==> src/rtl/timing_attack_driver.sv <==
// timing_attack_driver: plays 4-press guess sequences onto a key checker's button lines and
// recovers the 8-bit key digit by digit from how long each fail response takes.
module timing_attack_driver #(
    parameter int unsigned PRESS_CYCLES   = 100_000,
    parameter int unsigned RELEASE_CYCLES = 100_000,
    parameter int unsigned GAP_CYCLES     = 1_000,
    parameter int unsigned TIMEOUT_CYCLES = 1_000_000,
    parameter int unsigned LAT_W          = 24
) (
    input  logic             clk,
    input  logic             rst,
    input  logic             start,
    input  logic             success_in,
    input  logic             fail_in,
    output logic [2:0]       btn_out,
    output logic             chk_restart,
    output logic             busy,
    output logic             done,
    output logic             found,
    output logic             timeout,
    output logic [7:0]       key_out,
    output logic [4:0]       guess_count,
    output logic [LAT_W-1:0] last_latency
);

    typedef enum logic [2:0] {
        S_IDLE    = 3'd0,
        S_PRESS   = 3'd1,
        S_RELEASE = 3'd2,
        S_MEASURE = 3'd3,
        S_GAP     = 3'd4,
        S_DONE    = 3'd5
    } state_t;

    localparam logic [31:0]      PRESS_LAST   = 32'(PRESS_CYCLES - 1);
    localparam logic [31:0]      RELEASE_LAST = 32'(RELEASE_CYCLES - 1);
    localparam logic [31:0]      GAP_LAST     = 32'(GAP_CYCLES - 1);
    localparam logic [LAT_W-1:0] TIMEOUT_LAST = LAT_W'(TIMEOUT_CYCLES - 1);
    localparam logic [LAT_W-1:0] LAT_MAX      = {LAT_W{1'b1}};
    localparam logic [LAT_W-1:0] LAT_ZERO     = {LAT_W{1'b0}};

    function automatic logic [2:0] sym_to_btn(input logic [1:0] sym);
        logic [2:0] btn;
        case (sym)
            2'd0:    btn = 3'b001;
            2'd1:    btn = 3'b010;
            2'd2:    btn = 3'b100;
            2'd3:    btn = 3'b110;
            default: btn = 3'b000;
        endcase
        return btn;
    endfunction

    // Slots before pos replay the recovered digits, slot pos carries the candidate, the rest are 0.
    function automatic logic [1:0] guess_sym(input logic [7:0] digits, input logic [1:0] pos,
                                             input logic [1:0] cand, input logic [1:0] slot);
        logic [1:0] sym;
        if (slot < pos) begin
            sym = digits[{slot, 1'b0} +: 2];
        end else if (slot == pos) begin
            sym = cand;
        end else begin
            sym = 2'd0;
        end
        return sym;
    endfunction

    function automatic logic [7:0] build_guess(input logic [7:0] digits, input logic [1:0] pos,
                                               input logic [1:0] cand);
        logic [7:0] g;
        g = 8'h00;
        for (int i = 0; i < 4; i++) begin
            g[2*i +: 2] = guess_sym(digits, pos, cand, 2'(i));
        end
        return g;
    endfunction

    function automatic logic [7:0] set_digit(input logic [7:0] digits, input logic [1:0] pos,
                                             input logic [1:0] val);
        logic [7:0] d;
        d = digits;
        d[{pos, 1'b0} +: 2] = val;
        return d;
    endfunction

    state_t           state_q, state_d;
    logic [31:0]      cnt_q, cnt_d;
    logic [1:0]       idx_q, idx_d;
    logic [1:0]       pos_q, pos_d;
    logic [1:0]       cand_q, cand_d;
    logic [LAT_W-1:0] best_lat_q, best_lat_d;
    logic [1:0]       best_cand_q, best_cand_d;
    logic [7:0]       digits_q, digits_d;
    logic [LAT_W-1:0] lat_q, lat_d;
    logic [2:0]       btn_out_q, btn_out_d;
    logic             chk_restart_q, chk_restart_d;
    logic             busy_q, busy_d;
    logic             done_q, done_d;
    logic             found_q, found_d;
    logic             timeout_q, timeout_d;
    logic [7:0]       key_out_q, key_out_d;
    logic [4:0]       guess_count_q, guess_count_d;
    logic [LAT_W-1:0] last_latency_q, last_latency_d;

    logic             start_attack_s;
    logic [7:0]       guess_s;
    logic [LAT_W-1:0] sel_lat_s;
    logic [1:0]       sel_cand_s;
    logic [7:0]       new_digits_s;

    // Best-candidate bookkeeping for the current response; strict > keeps the lower candidate on ties.
    always_comb begin
        guess_s = build_guess(digits_q, pos_q, cand_q);
        if (lat_q > best_lat_q) begin
            sel_lat_s  = lat_q;
            sel_cand_s = cand_q;
        end else begin
            sel_lat_s  = best_lat_q;
            sel_cand_s = best_cand_q;
        end
        new_digits_s = set_digit(digits_q, pos_q, sel_cand_s);
    end

    // Next-state and next-output logic of the attack sequencer.
    always_comb begin
        state_d        = state_q;
        cnt_d          = cnt_q;
        idx_d          = idx_q;
        pos_d          = pos_q;
        cand_d         = cand_q;
        best_lat_d     = best_lat_q;
        best_cand_d    = best_cand_q;
        digits_d       = digits_q;
        lat_d          = lat_q;
        chk_restart_d  = 1'b0;
        found_d        = found_q;
        timeout_d      = timeout_q;
        key_out_d      = key_out_q;
        guess_count_d  = guess_count_q;
        last_latency_d = last_latency_q;
        start_attack_s = 1'b0;

        case (state_q)
            S_IDLE: begin
                if (start) begin
                    start_attack_s = 1'b1;
                end else begin
                    state_d = S_IDLE;
                end
            end
            S_PRESS: begin
                if (cnt_q == PRESS_LAST) begin
                    state_d = S_RELEASE;
                    cnt_d   = 32'd0;
                end else begin
                    cnt_d = cnt_q + 32'd1;
                end
            end
            S_RELEASE: begin
                if (cnt_q == RELEASE_LAST) begin
                    cnt_d = 32'd0;
                    if (idx_q == 2'd3) begin
                        state_d = S_MEASURE;
                        lat_d   = LAT_ZERO;
                    end else begin
                        idx_d   = idx_q + 2'd1;
                        state_d = S_PRESS;
                    end
                end else begin
                    cnt_d = cnt_q + 32'd1;
                end
            end
            S_MEASURE: begin
                if (success_in || fail_in) begin
                    last_latency_d = lat_q;
                    guess_count_d  = guess_count_q + 5'd1;
                    if (success_in) begin
                        key_out_d = guess_s;
                        found_d   = 1'b1;
                        state_d   = S_DONE;
                    end else if (cand_q != 2'd3) begin
                        cand_d      = cand_q + 2'd1;
                        best_lat_d  = sel_lat_s;
                        best_cand_d = sel_cand_s;
                        cnt_d       = 32'd0;
                        state_d     = S_GAP;
                    end else begin
                        // Last candidate for this digit: commit the slowest-failing one.
                        digits_d    = new_digits_s;
                        cand_d      = 2'd0;
                        best_lat_d  = LAT_ZERO;
                        best_cand_d = 2'd0;
                        if (pos_q == 2'd3) begin
                            key_out_d = new_digits_s;
                            found_d   = 1'b0;
                            state_d   = S_DONE;
                        end else begin
                            pos_d   = pos_q + 2'd1;
                            cnt_d   = 32'd0;
                            state_d = S_GAP;
                        end
                    end
                end else if (lat_q >= TIMEOUT_LAST) begin
                    timeout_d = 1'b1;
                    state_d   = S_DONE;
                end else if (lat_q != LAT_MAX) begin
                    lat_d = lat_q + LAT_W'(1);
                end else begin
                    lat_d = lat_q;
                end
            end
            S_GAP: begin
                if (cnt_q == GAP_LAST) begin
                    idx_d   = 2'd0;
                    cnt_d   = 32'd0;
                    state_d = S_PRESS;
                end else begin
                    cnt_d = cnt_q + 32'd1;
                end
            end
            S_DONE: begin
                if (start) begin
                    start_attack_s = 1'b1;
                end else begin
                    state_d = S_DONE;
                end
            end
            default: begin
                state_d = S_IDLE;
            end
        endcase

        if (start_attack_s) begin
            chk_restart_d  = 1'b1;
            state_d        = S_PRESS;
            cnt_d          = 32'd0;
            idx_d          = 2'd0;
            pos_d          = 2'd0;
            cand_d         = 2'd0;
            best_lat_d     = LAT_ZERO;
            best_cand_d    = 2'd0;
            digits_d       = 8'h00;
            lat_d          = LAT_ZERO;
            found_d        = 1'b0;
            timeout_d      = 1'b0;
            key_out_d      = 8'h00;
            guess_count_d  = 5'd0;
            last_latency_d = LAT_ZERO;
        end else begin
            chk_restart_d = 1'b0;
        end

        // Button and status outputs follow the state being entered so they line up with it.
        if (state_d == S_PRESS) begin
            btn_out_d = sym_to_btn(guess_sym(digits_d, pos_d, cand_d, idx_d));
        end else begin
            btn_out_d = 3'b000;
        end
        busy_d = (state_d == S_PRESS) || (state_d == S_RELEASE) ||
                 (state_d == S_MEASURE) || (state_d == S_GAP);
        done_d = (state_d == S_DONE);
    end

    // State and output registers with synchronous reset.
    always_ff @(posedge clk) begin
        if (rst) begin
            state_q        <= S_IDLE;
            cnt_q          <= 32'd0;
            idx_q          <= 2'd0;
            pos_q          <= 2'd0;
            cand_q         <= 2'd0;
            best_lat_q     <= LAT_ZERO;
            best_cand_q    <= 2'd0;
            digits_q       <= 8'h00;
            lat_q          <= LAT_ZERO;
            btn_out_q      <= 3'b000;
            chk_restart_q  <= 1'b0;
            busy_q         <= 1'b0;
            done_q         <= 1'b0;
            found_q        <= 1'b0;
            timeout_q      <= 1'b0;
            key_out_q      <= 8'h00;
            guess_count_q  <= 5'd0;
            last_latency_q <= LAT_ZERO;
        end else begin
            state_q        <= state_d;
            cnt_q          <= cnt_d;
            idx_q          <= idx_d;
            pos_q          <= pos_d;
            cand_q         <= cand_d;
            best_lat_q     <= best_lat_d;
            best_cand_q    <= best_cand_d;
            digits_q       <= digits_d;
            lat_q          <= lat_d;
            btn_out_q      <= btn_out_d;
            chk_restart_q  <= chk_restart_d;
            busy_q         <= busy_d;
            done_q         <= done_d;
            found_q        <= found_d;
            timeout_q      <= timeout_d;
            key_out_q      <= key_out_d;
            guess_count_q  <= guess_count_d;
            last_latency_q <= last_latency_d;
        end
    end

    assign btn_out      = btn_out_q;
    assign chk_restart  = chk_restart_q;
    assign busy         = busy_q;
    assign done         = done_q;
    assign found        = found_q;
    assign timeout      = timeout_q;
    assign key_out      = key_out_q;
    assign guess_count  = guess_count_q;
    assign last_latency = last_latency_q;

endmodule

==> config.mk <==
export PLATFORM = sky130hd
export DESIGN_NAME = timing_attack_driver
export DESIGN_NICKNAME = d
export VERILOG_FILES = /design/src/rtl/timing_attack_driver.sv
export SDC_FILE = /design/constraint.sdc
export NUM_CORES = 1
export LEC_CHECK = 0
export BUFFER_PORTS_ARGS = -buffer_cell sky130_fd_sc_hd__buf_2
export CAP_MARGIN = 20
export CELL_PAD_IN_SITES_DETAIL_PLACEMENT = 1
export CELL_PAD_IN_SITES_GLOBAL_PLACEMENT = 2
export CORE_MARGIN = 2
export CORE_UTILIZATION = 39
export DETAILED_ROUTE_END_ITERATION = 8
export PLACE_DENSITY_LB_ADDON = 0.2
export REMOVE_ABC_BUFFERS = 1
export SLEW_MARGIN = 20
export SYNTH_ARGS = -nofsm -noshare
export SYNTH_HDL_FRONTEND = slang
export SYNTH_SLANG_ARGS = --single-unit
==> constraint.sdc <==
create_clock -name clk -period 7.6 [get_ports clk]
set_input_delay 1.9 -clock clk [delete_from_list [all_inputs] [get_ports clk]]
set_output_delay 1.9 -clock clk [all_outputs]
set_load 0.005 [all_outputs]
==> flow_summary.toml <==
[detailed_routing]
drt_iter0_drc = 240
wl_per_cell_um = 17.7
routed_wl_um = 21200
ant_nets = 0
drc = 0
vias = 6744
drt_pass1_iterations = 5
viasPerCell = 5.62

[cts]
htree_levels = 4
clk_pin_slew_ns = 0.06
postCtsSetupBuffers = 0
cts_buffer_depth = 2
cts_tree = "built"
clockRootBuffer = "clkbuf_16"
numCtsBuffers = 17
clock-sinks = 144
ctsResizeCount = 0
clk-insertion-delay-late_ns = 0.43
holdBufCountCts = 0

[logic_synthesis]
synth.ff_latch_count = 144
ys_seq_area_share_pct = 39.0
synth_area_um2 = 7400
synth_area_leaders = "dfxtp_1, nor2_1, ha_1"
synth_top_area_share_pct = 39.0
async_flop_share_pct = 0
ys_warn_count = 0
synth.largest_area_cell = "dfxtp_1"
syn_avg_cell_area_um2 = 8.06
synth_cell_types = 72
synth_edf_count = 0
ys.flop_type = "dfxtp_1"
syn_inst = 918

[placement]
placed_area_um2 = 7840
hpwlAfterDp_um = 15100
place_inst = 1166
portBuffers = 49
place.gp.congestion = 0.813

[floorplanning]
dieArea_um2 = 20100
ios = 50
row_count = 50
coreArea_um2 = 18600
start_util_pct = 39.7
chipWidth_um = 142
dieHeight_um = 142

[pwr]
power_leakage_nw = 3.12
p_total_mw = 1.75
p_per_area_nw_per_um2 = 205
pwr-share-clk_pct = 54.1
comb_power_share_pct = 2.4
p_sw_share_pct = 21.7
power.switching_uw = 379
intPower_mw = 1.37
vdd_drop_max_uv = 156
p_seq_share_pct = 43.5

[global_route]
gr-usage-all-layers_pct = 22.2
grt_max_degree = 51
grt_pass1_wl_um = 35800
grt_overflow = 0
grt_pass1_vias = 7032
antenna_found_initial = 1

[worst_setup_path]
critPathLaunchType = "input port"
r2r_slack_ns = 3.83
critPathCaptureType = "flop"
crit_chain = "buf_2, nand2b_1, nand2b_1, nor2_1, nand2_1, o211ai_1, ha_1, a21oi_1, nand2_1, nand3b_1, or4_1, a31oi_1"
crit_buf_inv = 1
critPathTopFamily = "simple AND/OR/NAND/NOR gates"
path_max_fanout = 23
cp_slowest_cell = "or4_1"
critPathRequiredTime_ns = 7.95
cp.arrival_ns = 4.89
slowest_delay_ns = 0.53
criticalPathCategory = "in2reg"

[cells_and_area]
syn_to_final_growth_pct = 14.9
layout_common_cells = "dfxtp_1, nor2_1, nand2_1"
design_area_um2 = 8500
stdcell_count = 1199
drive_gt1_share_pct = 12.0
final_common_cell = "dfxtp_1"
nets = 993

[sta]
rsz0062_at_grt = "false"
tightest_slew_ns = 1.00
drv_slew = 0
period_share_pct = 59.7
finalHoldViolCount = 0
slew_headroom_pct = 33.3
period_needed_ns = 4.54
setup_viol = 0
skew_ns = 0.00641
max_freq_ghz = 0.220
fin_tns_setup_ns = 0

[status]
status = "complete, no violations"

[worst_hold_path]
hold_class = "reg2reg"

[run]
maxCapViolations = 0
## area by class of cell
| class | instances | area [um2] |
|---|---|---|
| fillers | 2276 | 10100 |
| inverters | 45 | 169 |
| diodes | 1 | 2.50 |
| clock inverters | 13 | 206 |
| multi-input cells | 685 | 4180 |
| clock buffers | 19 | 453 |
| well taps | 234 | 293 |
| flip-flops and latches | 144 | 2880 |
| repair buffers | 58 | 313 |
## power by group through the flow
stage                     combinational (mW)  sequential (mW)  clock (mW)
after floorplan                       0.0233            0.775           0
after global placement                0.0415            0.776           0
final                                 0.0425            0.759       0.944
after CTS                             0.0437            0.759       0.963
after global routing                  0.0473            0.759       0.994
after detailed placement              0.0431            0.776           0
## worst register-to-register path, cell delays in order (launching register included)
cell and delay [ns]:
dfxtp_1 0.40, or4bb_1 0.57, nor4_1 0.54, nand4_1 0.25, a21oi_1 0.39, ha_1 0.31, a21oi_1 0.13, nand2_1 0.13
nand3b_1 0.25, or4_1 0.54, a31oi_1 0.18
## worst paths after layout
check	cells past startpoint	end	from
setup / recovery	12	btn_out[1]$_SDFF_PP0_	success_in
hold / removal	2	last_latency[19]$_SDFFE_PP0P_	last_latency[19]$_SDFFE_PP0P_
setup reg to reg	10	btn_out[1]$_SDFF_PP0_	cnt_q[9]$_SDFFE_PP0P_
hold reg to reg	2	last_latency[19]$_SDFFE_PP0P_	last_latency[19]$_SDFFE_PP0P_
## stage by stage
step	worst slack, ns	util (%)	hold slack [ns]
final	3.06	45.6	0.451
after global routing	2.81	45.6	0.471
after CTS	3.11	45.6	0.452
after detailed placement	2.70	42.0	0.443
after global placement	2.76	42.0	0.439
after floorplan	3.42	-	0.449
## sequential cells by signal (all words and copies together) (netlist names), 5 cells and up
| register | cells |
|---|---|
| cnt_q | 32 |
| best_lat_q | 24 |
| last_latency | 24 |
| lat_q | 24 |
| digits_q | 8 |
| key_out | 8 |
| guess_count | 5 |
## cell usage after synthesis, types with 6 or more instances
cell type	count
dfxtp_1	144
and2_1	8
o211ai_1	6
a22oi_1	32
nor3_1	19
nand2_1	97
or3_1	8
ha_1	37
o21ai_1	7
or4_1	6
nand3_1	35
nor2_1	136
inv_1	45
nand2b_1	6
xor2_1	31
nand4_1	28
mux2i_1	6
nor4_1	12
o21ai_0	20
a21oi_1	78
o21a_1	7
clkbuf_1	38
xnor2_1	21
and3_1	15
## kinds of logic (layout without fill, tap and decap cells)
family / Yosys count / count (layout) / synth area share (%)
simple gates: 405 / 405 / 27.1
compound gates: 183 / 183 / 15.5
flops: 144 / 144 / 39.0
buf+inv: 89 / 135 / 4.79
xor+xnor: 52 / 52 / 6.16
fa+ha+maj: 37 / 37 / 6.26
mux: 8 / 8 / 1.22
other cells: 0 / 1 / 0
## layer usage
layer | part of all wire, % | track usage, % | vias to the layer above | wire length, um
li1 | - | - | 3284 | -
met2 | 50 | 39.5 | 100 | 10700
met1 | 45 | 27.2 | 3332 | 9540
met5 | 0 | 0 | - | 0
met4 | 1.8 | 6.79 | 0 | 393
met3 | 3.0 | 4.08 | 28 | 630
No activity file was read; power rests on OpenSTA's default activity.
